==> src/rtl/resource_pkg.sv <==
// Shared constants and types for the consumable-pool scheduler.
package resource_pkg;

  localparam int unsigned NREQ_DEF     = 3;
  localparam int unsigned ENERGY_W_DEF = 8;
  localparam int unsigned TRACER_W_DEF = 6;
  localparam int unsigned FLUID_W_DEF  = 4;
  // Request amounts are always 8 bits wide regardless of pool widths.
  localparam int unsigned AMT_W        = 8;

  // Pool select encoding carried on req_kind.
  localparam logic [1:0] KIND_ENERGY  = 2'b00;
  localparam logic [1:0] KIND_TRACER  = 2'b01;
  localparam logic [1:0] KIND_FLUID   = 2'b10;
  localparam logic [1:0] KIND_ILLEGAL = 2'b11;

  // Full (refilled) pool values for the default widths.
  localparam logic [ENERGY_W_DEF-1:0] ENERGY_FULL = {ENERGY_W_DEF{1'b1}};
  localparam logic [TRACER_W_DEF-1:0] TRACER_FULL = {TRACER_W_DEF{1'b1}};
  localparam logic [FLUID_W_DEF-1:0]  FLUID_FULL  = {FLUID_W_DEF{1'b1}};

  typedef enum logic [1:0] {
    StIdle,
    StCheck,
    StResp
  } state_e;

endpackage

==> src/rtl/resource_scheduler_if.sv <==
// Requester-side bus of the scheduler: request payloads in, pulses and pool levels out.
interface resource_scheduler_if #(
  parameter int unsigned NREQ     = resource_pkg::NREQ_DEF,
  parameter int unsigned ENERGY_W = resource_pkg::ENERGY_W_DEF,
  parameter int unsigned TRACER_W = resource_pkg::TRACER_W_DEF,
  parameter int unsigned FLUID_W  = resource_pkg::FLUID_W_DEF
);

  logic [NREQ-1:0]     req;
  logic [2*NREQ-1:0]   req_kind;
  logic [8*NREQ-1:0]   req_amt;
  logic                refill;
  logic [NREQ-1:0]     grant;
  logic [NREQ-1:0]     deny;
  logic                busy;
  logic [ENERGY_W-1:0] energy;
  logic [TRACER_W-1:0] tracers;
  logic [FLUID_W-1:0]  fluid;
  logic [2:0]          empty;

  // Requesting subsystems.
  modport master (
    output req, req_kind, req_amt, refill,
    input  grant, deny, busy, energy, tracers, fluid, empty
  );

  // The scheduler itself.
  modport slave (
    input  req, req_kind, req_amt, refill,
    output grant, deny, busy, energy, tracers, fluid, empty
  );

endinterface

==> src/rtl/resource_sub.sv <==
// Ripple adder-subtractor: diff = a + (b ^ sub) + sub; carry out doubles as no-borrow.
module resource_sub #(
  parameter int unsigned W = 8
) (
  input  logic [W-1:0] a_i,
  input  logic [W-1:0] b_i,
  input  logic         sub_i,
  output logic [W-1:0] diff_o,
  output logic         no_borrow_o
);

  logic [W-1:0] b_eff;
  logic         carry;

  assign b_eff = b_i ^ {W{sub_i}};

  // Bit-serial carry chain; carry out is high when a >= b in subtract mode.
  always_comb begin
    carry  = sub_i;
    diff_o = '0;
    for (int i = 0; i < int'(W); i++) begin
      diff_o[i] = a_i[i] ^ b_eff[i] ^ carry;
      carry     = (a_i[i] & b_eff[i]) | (carry & (a_i[i] ^ b_eff[i]));
    end
    no_borrow_o = carry;
  end

endmodule

==> src/rtl/resource_scheduler.sv <==
// Round-robin arbiter owning the energy/tracer/fluid pools; grants and debits or denies.
module resource_scheduler
  import resource_pkg::*;
#(
  parameter int unsigned NREQ     = NREQ_DEF,
  parameter int unsigned ENERGY_W = ENERGY_W_DEF,
  parameter int unsigned TRACER_W = TRACER_W_DEF,
  parameter int unsigned FLUID_W  = FLUID_W_DEF
) (
  input  logic                 clk,
  input  logic                 rst_n,
  resource_scheduler_if.slave  bus
);

  localparam int unsigned IdxW = $clog2(NREQ);

  localparam logic [ENERGY_W-1:0] EnergyFull = {ENERGY_W{1'b1}};
  localparam logic [TRACER_W-1:0] TracerFull = {TRACER_W{1'b1}};
  localparam logic [FLUID_W-1:0]  FluidFull  = {FLUID_W{1'b1}};

  state_e              state_q;
  logic [IdxW-1:0]     rr_ptr_q;
  logic [IdxW-1:0]     idx_q;
  logic [1:0]          kind_q;
  logic [AMT_W-1:0]    amt_q;
  logic [AMT_W-1:0]    diff_q;
  logic                ok_q;
  logic                refill_pend_q;
  logic [NREQ-1:0]     grant_q;
  logic [NREQ-1:0]     deny_q;
  logic                busy_q;
  logic [ENERGY_W-1:0] energy_q;
  logic [TRACER_W-1:0] tracers_q;
  logic [FLUID_W-1:0]  fluid_q;

  logic                win_valid;
  logic [IdxW-1:0]     win_idx;
  int                  scan;
  logic [AMT_W-1:0]    pool_sel;
  logic [AMT_W-1:0]    diff;
  logic                no_borrow;
  logic                ok_d;

  // Round-robin winner: first asserted req scanning upward from rr_ptr with wrap.
  always_comb begin
    win_valid = 1'b0;
    win_idx   = '0;
    scan      = 0;
    for (int k = 0; k < int'(NREQ); k++) begin
      scan = int'(rr_ptr_q) + k;
      if (scan >= int'(NREQ)) scan = scan - int'(NREQ);
      if (!win_valid && bus.req[scan]) begin
        win_valid = 1'b1;
        win_idx   = IdxW'(scan);
      end
    end
  end

  // Zero-extend the addressed pool so amount bits above its width fail the check.
  always_comb begin
    pool_sel = '0;
    case (kind_q)
      KIND_ENERGY: pool_sel = AMT_W'(energy_q);
      KIND_TRACER: pool_sel = AMT_W'(tracers_q);
      KIND_FLUID:  pool_sel = AMT_W'(fluid_q);
      default:     pool_sel = '0;
    endcase
  end

  // One shared subtractor serves all pools; no_borrow means amt <= pool.
  resource_sub #(
    .W (AMT_W)
  ) u_sub (
    .a_i         (pool_sel),
    .b_i         (amt_q),
    .sub_i       (1'b1),
    .diff_o      (diff),
    .no_borrow_o (no_borrow)
  );

  assign ok_d = (kind_q != KIND_ILLEGAL) && no_borrow;

  // Scheduler FSM: IDLE picks a winner or refills, CHECK decides, RESP pulses and debits.
  always_ff @(posedge clk or negedge rst_n) begin
    if (!rst_n) begin
      state_q       <= StIdle;
      rr_ptr_q      <= '0;
      idx_q         <= '0;
      kind_q        <= KIND_ENERGY;
      amt_q         <= '0;
      diff_q        <= '0;
      ok_q          <= 1'b0;
      refill_pend_q <= 1'b0;
      grant_q       <= '0;
      deny_q        <= '0;
      busy_q        <= 1'b0;
      energy_q      <= EnergyFull;
      tracers_q     <= TracerFull;
      fluid_q       <= FluidFull;
    end else begin
      grant_q <= '0;
      deny_q  <= '0;
      if (bus.refill) refill_pend_q <= 1'b1;
      unique case (state_q)
        StIdle: begin
          if (refill_pend_q) begin
            energy_q      <= EnergyFull;
            tracers_q     <= TracerFull;
            fluid_q       <= FluidFull;
            // A pulse landing on this very edge still leaves one refill pending.
            refill_pend_q <= bus.refill;
          end else if (win_valid) begin
            idx_q   <= win_idx;
            kind_q  <= bus.req_kind[2*win_idx +: 2];
            amt_q   <= bus.req_amt[AMT_W*win_idx +: AMT_W];
            busy_q  <= 1'b1;
            state_q <= StCheck;
          end
        end
        StCheck: begin
          ok_q           <= ok_d;
          diff_q         <= diff;
          grant_q[idx_q] <= ok_d;
          deny_q[idx_q]  <= !ok_d;
          state_q        <= StResp;
        end
        StResp: begin
          // Pools cannot change between CHECK and here, so the latched diff is current.
          if (ok_q) begin
            case (kind_q)
              KIND_ENERGY: energy_q  <= diff_q[ENERGY_W-1:0];
              KIND_TRACER: tracers_q <= diff_q[TRACER_W-1:0];
              KIND_FLUID:  fluid_q   <= diff_q[FLUID_W-1:0];
              default:     ;
            endcase
          end
          rr_ptr_q <= (idx_q == IdxW'(NREQ - 1)) ? '0 : idx_q + 1'b1;
          busy_q   <= 1'b0;
          state_q  <= StIdle;
        end
        default: begin
          busy_q  <= 1'b0;
          state_q <= StIdle;
        end
      endcase
    end
  end

  assign bus.grant   = grant_q;
  assign bus.deny    = deny_q;
  assign bus.busy    = busy_q;
  assign bus.energy  = energy_q;
  assign bus.tracers = tracers_q;
  assign bus.fluid   = fluid_q;
  assign bus.empty   = {fluid_q == '0, tracers_q == '0, energy_q == '0};

endmodule

==> src/flat_wrapper.sv <==
// flat-port wrapper written by rule: the top's interface ports become plain ports
module resource_scheduler_flat import resource_pkg::*;
#(
  parameter int unsigned NREQ     = NREQ_DEF,
  parameter int unsigned ENERGY_W = ENERGY_W_DEF,
  parameter int unsigned TRACER_W = TRACER_W_DEF,
  parameter int unsigned FLUID_W  = FLUID_W_DEF
)
  (clk, rst_n, bus_req, bus_req_kind, bus_req_amt, bus_refill, bus_grant, bus_deny, bus_busy, bus_energy, bus_tracers, bus_fluid, bus_empty);
  resource_scheduler_if #(.NREQ(NREQ), .ENERGY_W(ENERGY_W), .TRACER_W(TRACER_W), .FLUID_W(FLUID_W)) bus_i ();
  input  logic clk;
  input  logic rst_n;
  input wire logic [$bits(bus_i.req)-1:0] bus_req;
  input wire logic [$bits(bus_i.req_kind)-1:0] bus_req_kind;
  input wire logic [$bits(bus_i.req_amt)-1:0] bus_req_amt;
  input wire logic [$bits(bus_i.refill)-1:0] bus_refill;
  output wire logic [$bits(bus_i.grant)-1:0] bus_grant;
  output wire logic [$bits(bus_i.deny)-1:0] bus_deny;
  output wire logic [$bits(bus_i.busy)-1:0] bus_busy;
  output wire logic [$bits(bus_i.energy)-1:0] bus_energy;
  output wire logic [$bits(bus_i.tracers)-1:0] bus_tracers;
  output wire logic [$bits(bus_i.fluid)-1:0] bus_fluid;
  output wire logic [$bits(bus_i.empty)-1:0] bus_empty;
  assign bus_i.req = bus_req;
  assign bus_i.req_kind = bus_req_kind;
  assign bus_i.req_amt = bus_req_amt;
  assign bus_i.refill = bus_refill;
  assign bus_grant = bus_i.grant;
  assign bus_deny = bus_i.deny;
  assign bus_busy = bus_i.busy;
  assign bus_energy = bus_i.energy;
  assign bus_tracers = bus_i.tracers;
  assign bus_fluid = bus_i.fluid;
  assign bus_empty = bus_i.empty;
  resource_scheduler #(.NREQ(NREQ), .ENERGY_W(ENERGY_W), .TRACER_W(TRACER_W), .FLUID_W(FLUID_W)) u_core (.clk(clk), .rst_n(rst_n), .bus(bus_i));
endmodule
==> config.mk <==
export PLATFORM = sky130hd
export DESIGN_NAME = resource_scheduler_flat
export DESIGN_NICKNAME = d
export VERILOG_FILES = /design/src/rtl/resource_pkg.sv /design/src/rtl/resource_scheduler_if.sv /design/src/rtl/resource_sub.sv /design/src/rtl/resource_scheduler.sv /design/src/flat_wrapper.sv
export SDC_FILE = /design/constraint.sdc
export NUM_CORES = 1
export LEC_CHECK = 0
export CAP_MARGIN = 0
export CORE_MARGIN = 4
export CORE_UTILIZATION = 45
export CTS_CLUSTER_SIZE = 24
export DETAILED_ROUTE_END_ITERATION = 8
export PLACE_DENSITY_LB_ADDON = 0.25
export SLEW_MARGIN = 20
export SYNTH_ARGS = -nofsm -noshare
export SYNTH_HDL_FRONTEND = slang
export SYNTH_SLANG_ARGS = --single-unit
==> constraint.sdc <==
create_clock -name clk -period 4.2 [get_ports clk]
set_input_delay 0.42 -clock clk [delete_from_list [all_inputs] [get_ports clk]]
set_output_delay 0.42 -clock clk [all_outputs]
set_load 0.005 [all_outputs]
==> impl_metrics.tcl, run 1 <==
set metrics [dict create \
    portBuffers 63 \
    end_kind "flip-flop" \
    critical_path_buf_inv_count 2 \
    die_h_um 84.7 \
    cts_root_buf "clkbuf_8" \
    grt_pass1_vias 2166 \
    cts_tree "built" \
    crit_type "flip-flop to flip-flop" \
    maxSlewHeadroom_pct 39.1 \
    cts_buffers 5 \
    async_flop_share_pct 100 \
    critPathRequiredTime_ns 4.42 \
    max_clock_freq_mhz 248 \
    hold_violations 0 \
    rsz0062_at_grt "no" \
    drt_iter0_markers 64 \
    grt_max_degree 52 \
    std_cell_rows 27 \
    totalNegativeSetupSlack_ns 0 \
    ys_ff_latch 51 \
    core_um2 5610 \
    crit_top_cell "fa_1" \
    synth_cells 275 \
    grt_pass1_wl_um 10200 \
    peakVddDrop_uv 303 \
    fin_nets 382 \
    finClkSkew_ns 0.00660 \
    viasPerCell 5.29 \
    crit_fanout 5 \
    cts_buffer_depth 2 \
    synth.distinct_cells 40 \
    synth_edf_count 0 \
    power_switching_uw 967 \
    power.share.clock_pct 12.0 \
    seq_area_um2 1300 \
    drive_gt1_share_pct 11.3 \
    antenna_found_initial 0 \
    powerDensity_nw_per_um2 696 \
    cp_top_family "adder cells" \
    intPower_uw 1400 \
    netlist_area_um2 2650 \
    synth_ff_type "dfrtp_1" \
    n_fill_cell 520 \
    ios 64 \
    slew_violations 0 \
    slowest_delay_ns 0.42 \
    status "finished, final reports clean" \
    start_util_pct 47.2 \
    stdcell_area_um2 3410 \
    syn_avg_cell_area_um2 9.62 \
    dp_hpwl_um 4690 \
    drc 0 \
    syn_nets 321 \
    clk_pin_slew_ns 0.09 \
    postCtsSetupBuffers 0 \
    switching_share_pct 40.8 \
    cp-start-kind "flip-flop" \
    leakage_uw 0.00143 \
    ys_warn_count 0 \
    gp_congestion 0.840 \
    cts.sinks 51 \
    fin_crit_sh_pct 96.1 \
    insertion_delay_ns 0.30 \
    insertedDiodeCount 0 \
    worst_pin_slew_ns 0.913 \
    hp-class "input port to async pin" \
    cap_violations 0 \
    crit_chain "and2b_2 -> a21oi_1 -> ha_1 -> inv_1 -> fa_1 -> fa_1 -> fa_1 -> fa_1 -> fa_1 -> fa_1 -> inv_1 -> fa_1 -> o21ai_1" \
    post-route-util_pct 60.8 \
    firstDrtPassIters 4 \
    cp.arrival_ns 4.26 \
    wire_per_inst_um 14.6 \
    p_seq_share_pct 37.2 \
    grt_overflow 0 \
    multi_input_area_um2 1210 \
    grtUsageTotal_pct 17.7 \
    finalSetupViolCount 0 \
    die_area_um2 7170 \
    area_growth_syn_to_layout_pct 28.8 \
    dr_total_vias 2165 \
    synth_seq_area_share_pct 49.1 \
    die_w_um 84.7 \
    antenna_left 0 \
    crit_slowest_cell "dfrtp_1" \
    h-tree-depth 2 \
    fin_crit_ns 4.04 \
    place_area_um2 3310 \
    pwr-share-comb_pct 50.8 \
    totalWireLength_um 5990 \
]
-- flip-flops by register name (all words and copies together), names as in the netlist --
name and count:
u_core.amt_q 8, u_core.bus.energy 8, u_core.diff_q 8, u_core.bus.tracers 6, u_core.bus.fluid 4, u_core.bus.deny 3, u_core.bus.grant 3, u_core.idx_q 2
u_core.kind_q 2, u_core.rr_ptr_q 2, u_core.state_q 2, u_core.bus.busy 1, u_core.ok_q 1, u_core.refill_pend_q 1
-- what timing repair did --
item / CTS / global route
endpoints found under the setup margin: 0 / 1
resized for setup: 0 / 2
hold buffers: 0 / 0
-- Yosys cell counts (all sizes together), types with 3 or more instances --
| cell type | number | area, um^2 |
|---|---|---|
| buf | 8 | 60.1 |
| o21bai | 6 | 45.0 |
| o31ai | 5 | 37.5 |
| a21boi | 11 | 82.6 |
| o21ai | 10 | 50.1 |
| a211oi | 10 | 75.1 |
| dfrtp | 33 | 826 |
| nand2 | 35 | 131 |
| nand2b | 8 | 50.1 |
| nor3 | 4 | 25.0 |
| clkbuf | 6 | 25.0 |
| a21oi | 23 | 119 |
| fa | 7 | 140 |
| a21o | 3 | 22.5 |
| mux2i | 6 | 60.1 |
| inv | 12 | 45.0 |
| or4 | 3 | 22.5 |
| ha | 3 | 37.5 |
| dfstp | 18 | 473 |
| o22ai | 6 | 37.5 |
| nor2 | 41 | 154 |
-- layout by cell type, fill, tap and decap left out, drive strengths merged, types with 8 or more instances in the layout --
cell type,synthesis,routed
a211oi,10,10
a21boi,11,11
a21oi,23,23
clkdlybuf4s50,0,62
dfrtp,33,33
dfstp,18,18
inv,12,12
nand2,35,35
nand2b,8,8
nor2,41,41
o21ai,10,10
-- path summary, 6_finish.rpt --
kind / startpoint / endpoint / slack, ns / cells past startpoint
worst max-delay path: u_core.kind_q[0]$_DFFE_PN0P_ / u_core.diff_q[7]$_DFFE_PN0P_ / 0.16 / 13
worst min-delay path: rst_n / u_core.diff_q[1]$_DFFE_PN0P_ / 0.12 / 1
worst max register to register: u_core.kind_q[0]$_DFFE_PN0P_ / u_core.diff_q[7]$_DFFE_PN0P_ / 0.16 / 13
worst min register to register: u_core.diff_q[4]$_DFFE_PN0P_ / u_core.diff_q[4]$_DFFE_PN0P_ / 0.48 / 2
max in group asynchronous: rst_n / u_core.state_q[1]$_DFFE_PN0P_ / 3.67 / 1
min in group clk: u_core.diff_q[4]$_DFFE_PN0P_ / u_core.diff_q[4]$_DFFE_PN0P_ / 0.48 / 2
-- logic make-up (layout without fill, tap and decap cells) --
group,after synthesis,in the layout,share of synthesized area (%)
DFF,51,51,49.1
muxes,7,7,2.70
buffers and inverters,27,89,5.06
and+or+nand+nor,102,102,17.2
AOI/OAI and AO/OA,78,78,19.2
adders and majority gates,10,10,6.72
-- final cells by class --
cell class / instances / share of cell area, %
clock buffer: 7 / 2.53
timing repair buffer: 68 / 19.5
clock inverter: 1 / 0.110
sequential: 51 / 38.1
inverter: 13 / 1.43
multi-input combinational: 197 / 35.6
tap: 72 / 2.64
-- worst reg2reg max path: cells and delay by family, from the launching register on --
family                     cells  cell delay, ns
DFF                            1            0.42
AOI/OAI and AO/OA              2            0.28
and+or+nand+nor                1            0.27
adders and majority gates      8            2.86
buffers and inverters          2            0.12
-- power groups by stage --
| stage | combinational (uW) | clock, uW | sequential [uW] |
|---|---|---|---|
| floorplan | 856 | 0 | 843 |
| global placement | 1180 | 0 | 886 |
| detailed placement | 1220 | 0 | 892 |
| CTS | 1220 | 292 | 883 |
| global route | 1380 | 310 | 910 |
| finish | 1200 | 283 | 882 |
-- routing by layer --
layer | global-route usage, % | wire (um)
met1 | 22.6 | 2580
met2 | 28.6 | 2860
met3 | 4.42 | 410
met4 | 7.34 | 138
met5 | 0 | 0
-- stage by stage --
step / cells / hold slack, ns / total power (uW) / setup slack (ns)
global route: 409 / 0.172 / 2600 / 0.00831
detailed placement: 401 / 0.463 / 2110 / 0.173
global placement: 401 / 0.462 / 2060 / 0.271
CTS: 409 / 0.336 / 2390 / 0.149
finish: 409 / 0.120 / 2370 / 0.165
floorplan: 275 / 0.124 / 1700 / 0.220
Note: power is estimated with default switching activity, not from simulation.
==> inputs of run 2 (changes only) <==
--- a/config.mk
+++ b/config.mk
@@ -8,10 +8,9 @@
 export CAP_MARGIN = 0
 export CORE_MARGIN = 4
 export CORE_UTILIZATION = 45
-export CTS_CLUSTER_SIZE = 24
 export DETAILED_ROUTE_END_ITERATION = 8
 export PLACE_DENSITY_LB_ADDON = 0.25
-export SLEW_MARGIN = 20
+export SLEW_MARGIN = 10
 export SYNTH_ARGS = -nofsm -noshare
 export SYNTH_HDL_FRONTEND = slang
 export SYNTH_SLANG_ARGS = --single-unit
==> run 2 against run 1 <==
  * Total power barely moved
  * Clock skew did not move
  * Clock power barely moved
  * Register-to-register slack barely moved
  * Fmax did not move
  * Utilization barely moved
  * Via count did not move
  * Final area barely moved
==> impl_metrics.tcl, run 2 (same netlist as run 1, synthesis figures left out) <==
set metrics [dict create \
    status "finished, final reports clean" \
    die_w_um 84.7 \
    preCtsSetupSlack_ns 0.173 \
    std_cell_rows 27 \
    slew_violations 0 \
    cap_violations 0 \
    totalWireLength_um 5990 \
    crit_fanout 5 \
    end_kind "flip-flop" \
    slowest_delay_ns 0.42 \
    drt_iter0_markers 64 \
    firstDrtPassIters 4 \
    crit_slowest_cell "dfrtp_1" \
    hold_violations 0 \
    leakage_uw 0.00143 \
    drive_gt1_share_pct 11.3 \
    totalNegativeSetupSlack_ns 0 \
    antenna_found_initial 0 \
    rsz0062_at_grt "no" \
    crit_top_cell "fa_1" \
    crit_chain "and2b_2 -> a21oi_1 -> ha_1 -> inv_1 -> fa_1 -> fa_1 -> fa_1 -> fa_1 -> fa_1 -> fa_1 -> inv_1 -> fa_1 -> o21ai_1" \
    grt_pass1_wl_um 10200 \
    grtUsageTotal_pct 17.7 \
    crit_type "flip-flop to flip-flop" \
    cts.sinks 51 \
    setup_ws_ns 0.165 \
    gp_congestion 0.840 \
    h-tree-depth 2 \
    start_util_pct 47.2 \
    powerDensity_nw_per_um2 696 \
    dp_hpwl_um 4690 \
    die_area_um2 7170 \
    insertion_delay_ns 0.30 \
    fin_crit_ns 4.04 \
    hp-class "input port to async pin" \
    area_growth_syn_to_layout_pct 28.7 \
    grt_max_degree 52 \
    core_um2 5610 \
    final_common_cell "clkdlybuf4s50_1" \
    fin_nets 382 \
    cp-start-kind "flip-flop" \
    fin_crit_sh_pct 96.1 \
    stdcell_count 409 \
    ios 64 \
    clk_pin_slew_ns 0.09 \
    cp.arrival_ns 4.26 \
    grt_overflow 0 \
    final_cell_mix "clkdlybuf4s50_1, nor2_1, nand2_1, dfrtp_1, a21oi_1" \
    portBuffers 63 \
    dr_total_vias 2165 \
    dp_cells 401 \
    finalSetupViolCount 0 \
    cts_buffer_depth 2 \
    postCtsSetupBuffers 0 \
    peakVddDrop_uv 303 \
    insertedDiodeCount 0 \
    total_power_uw 2370 \
    antenna_left 0 \
    grt_pass1_vias 2166 \
    cts_tree "built" \
    ff2ff_path_depth 13 \
    worst_pin_slew_ns 1.07 \
    viasPerCell 5.29 \
    max_clock_freq_mhz 248 \
    die_h_um 84.7 \
    cts_buffers 5 \
    critPathRequiredTime_ns 4.42 \
    wire_per_inst_um 14.6 \
    drc 0 \
    finClkSkew_ns 0.00660 \
    maxSlewHeadroom_pct 28.8 \
    cts_root_buf "clkbuf_8" \
]
run 2: cell count changes in the layout (fill, tap and decap cells not counted):
cell,before,now
buf_2,0,1
buf_4,6,5
run 2: cell type report:
class / instances / area [um^2]
Sequential cell: 51 / 1300
Clock buffer: 7 / 86.3
Tap cell: 72 / 90.1
Multi-Input combinational cell: 197 / 1210
Clock inverter: 1 / 3.75
Inverter: 13 / 48.8
Fill cell: 520 / 2200
Timing Repair Buffer: 68 / 663
run 2: final timing paths:
| kind | start | end | slack (ns) |
|---|---|---|---|
| setup / recovery | u_core.kind_q[0]$_DFFE_PN0P_ | u_core.diff_q[7]$_DFFE_PN0P_ | 0.16 |
| hold / removal | rst_n | u_core.diff_q[1]$_DFFE_PN0P_ | 0.30 |
| setup reg to reg | u_core.kind_q[0]$_DFFE_PN0P_ | u_core.diff_q[7]$_DFFE_PN0P_ | 0.16 |
| hold reg to reg | u_core.diff_q[4]$_DFFE_PN0P_ | u_core.diff_q[4]$_DFFE_PN0P_ | 0.48 |
| max in group asynchronous | rst_n | u_core.state_q[1]$_DFFE_PN0P_ | 3.24 |
| min in group clk | u_core.diff_q[4]$_DFFE_PN0P_ | u_core.diff_q[4]$_DFFE_PN0P_ | 0.48 |
run 2: timing repair:
item,CTS,global route
resized for setup,0,2
hold buffers,0,0
setup endpoints to repair,0,1
run 2: stage by stage:
step	area [um^2]	hold slack, ns	util (%)
2_1_floorplan	2650	0.124	-
3_3_place_gp	3310	0.462	59.1
3_5_place_dp	3310	0.463	59.1
4_1_cts	3400	0.336	60.7
5_1_grt	3400	0.405	60.7
6_report	3400	0.303	60.7
run 2: critical path, delay by kind of cell (launching register included):
kind | cells | cell delay, ns
AOI/OAI and AO/OA | 2 | 0.28
adders and majority gates | 8 | 2.85
buffers and inverters | 2 | 0.12
DFF | 1 | 0.42
and+or+nand+nor | 1 | 0.27
run 2: routing by layer:
layer,up-vias,part of all wire [%],GRT usage [%]
li1,1067,-,-
met1,1015,43,22.6
met2,71,48,28.6
met3,12,6.8,4.42
met4,0,2.3,7.34
met5,-,0,0
run 2: power by group:
| part | switching [uW] | leakage [uW] | internal (uW) |
|---|---|---|---|
| logic | 659 | 0.000772 | 545 |
| clock network | 151 | 0.0000459 | 132 |
| registers | 157 | 0.000608 | 726 |
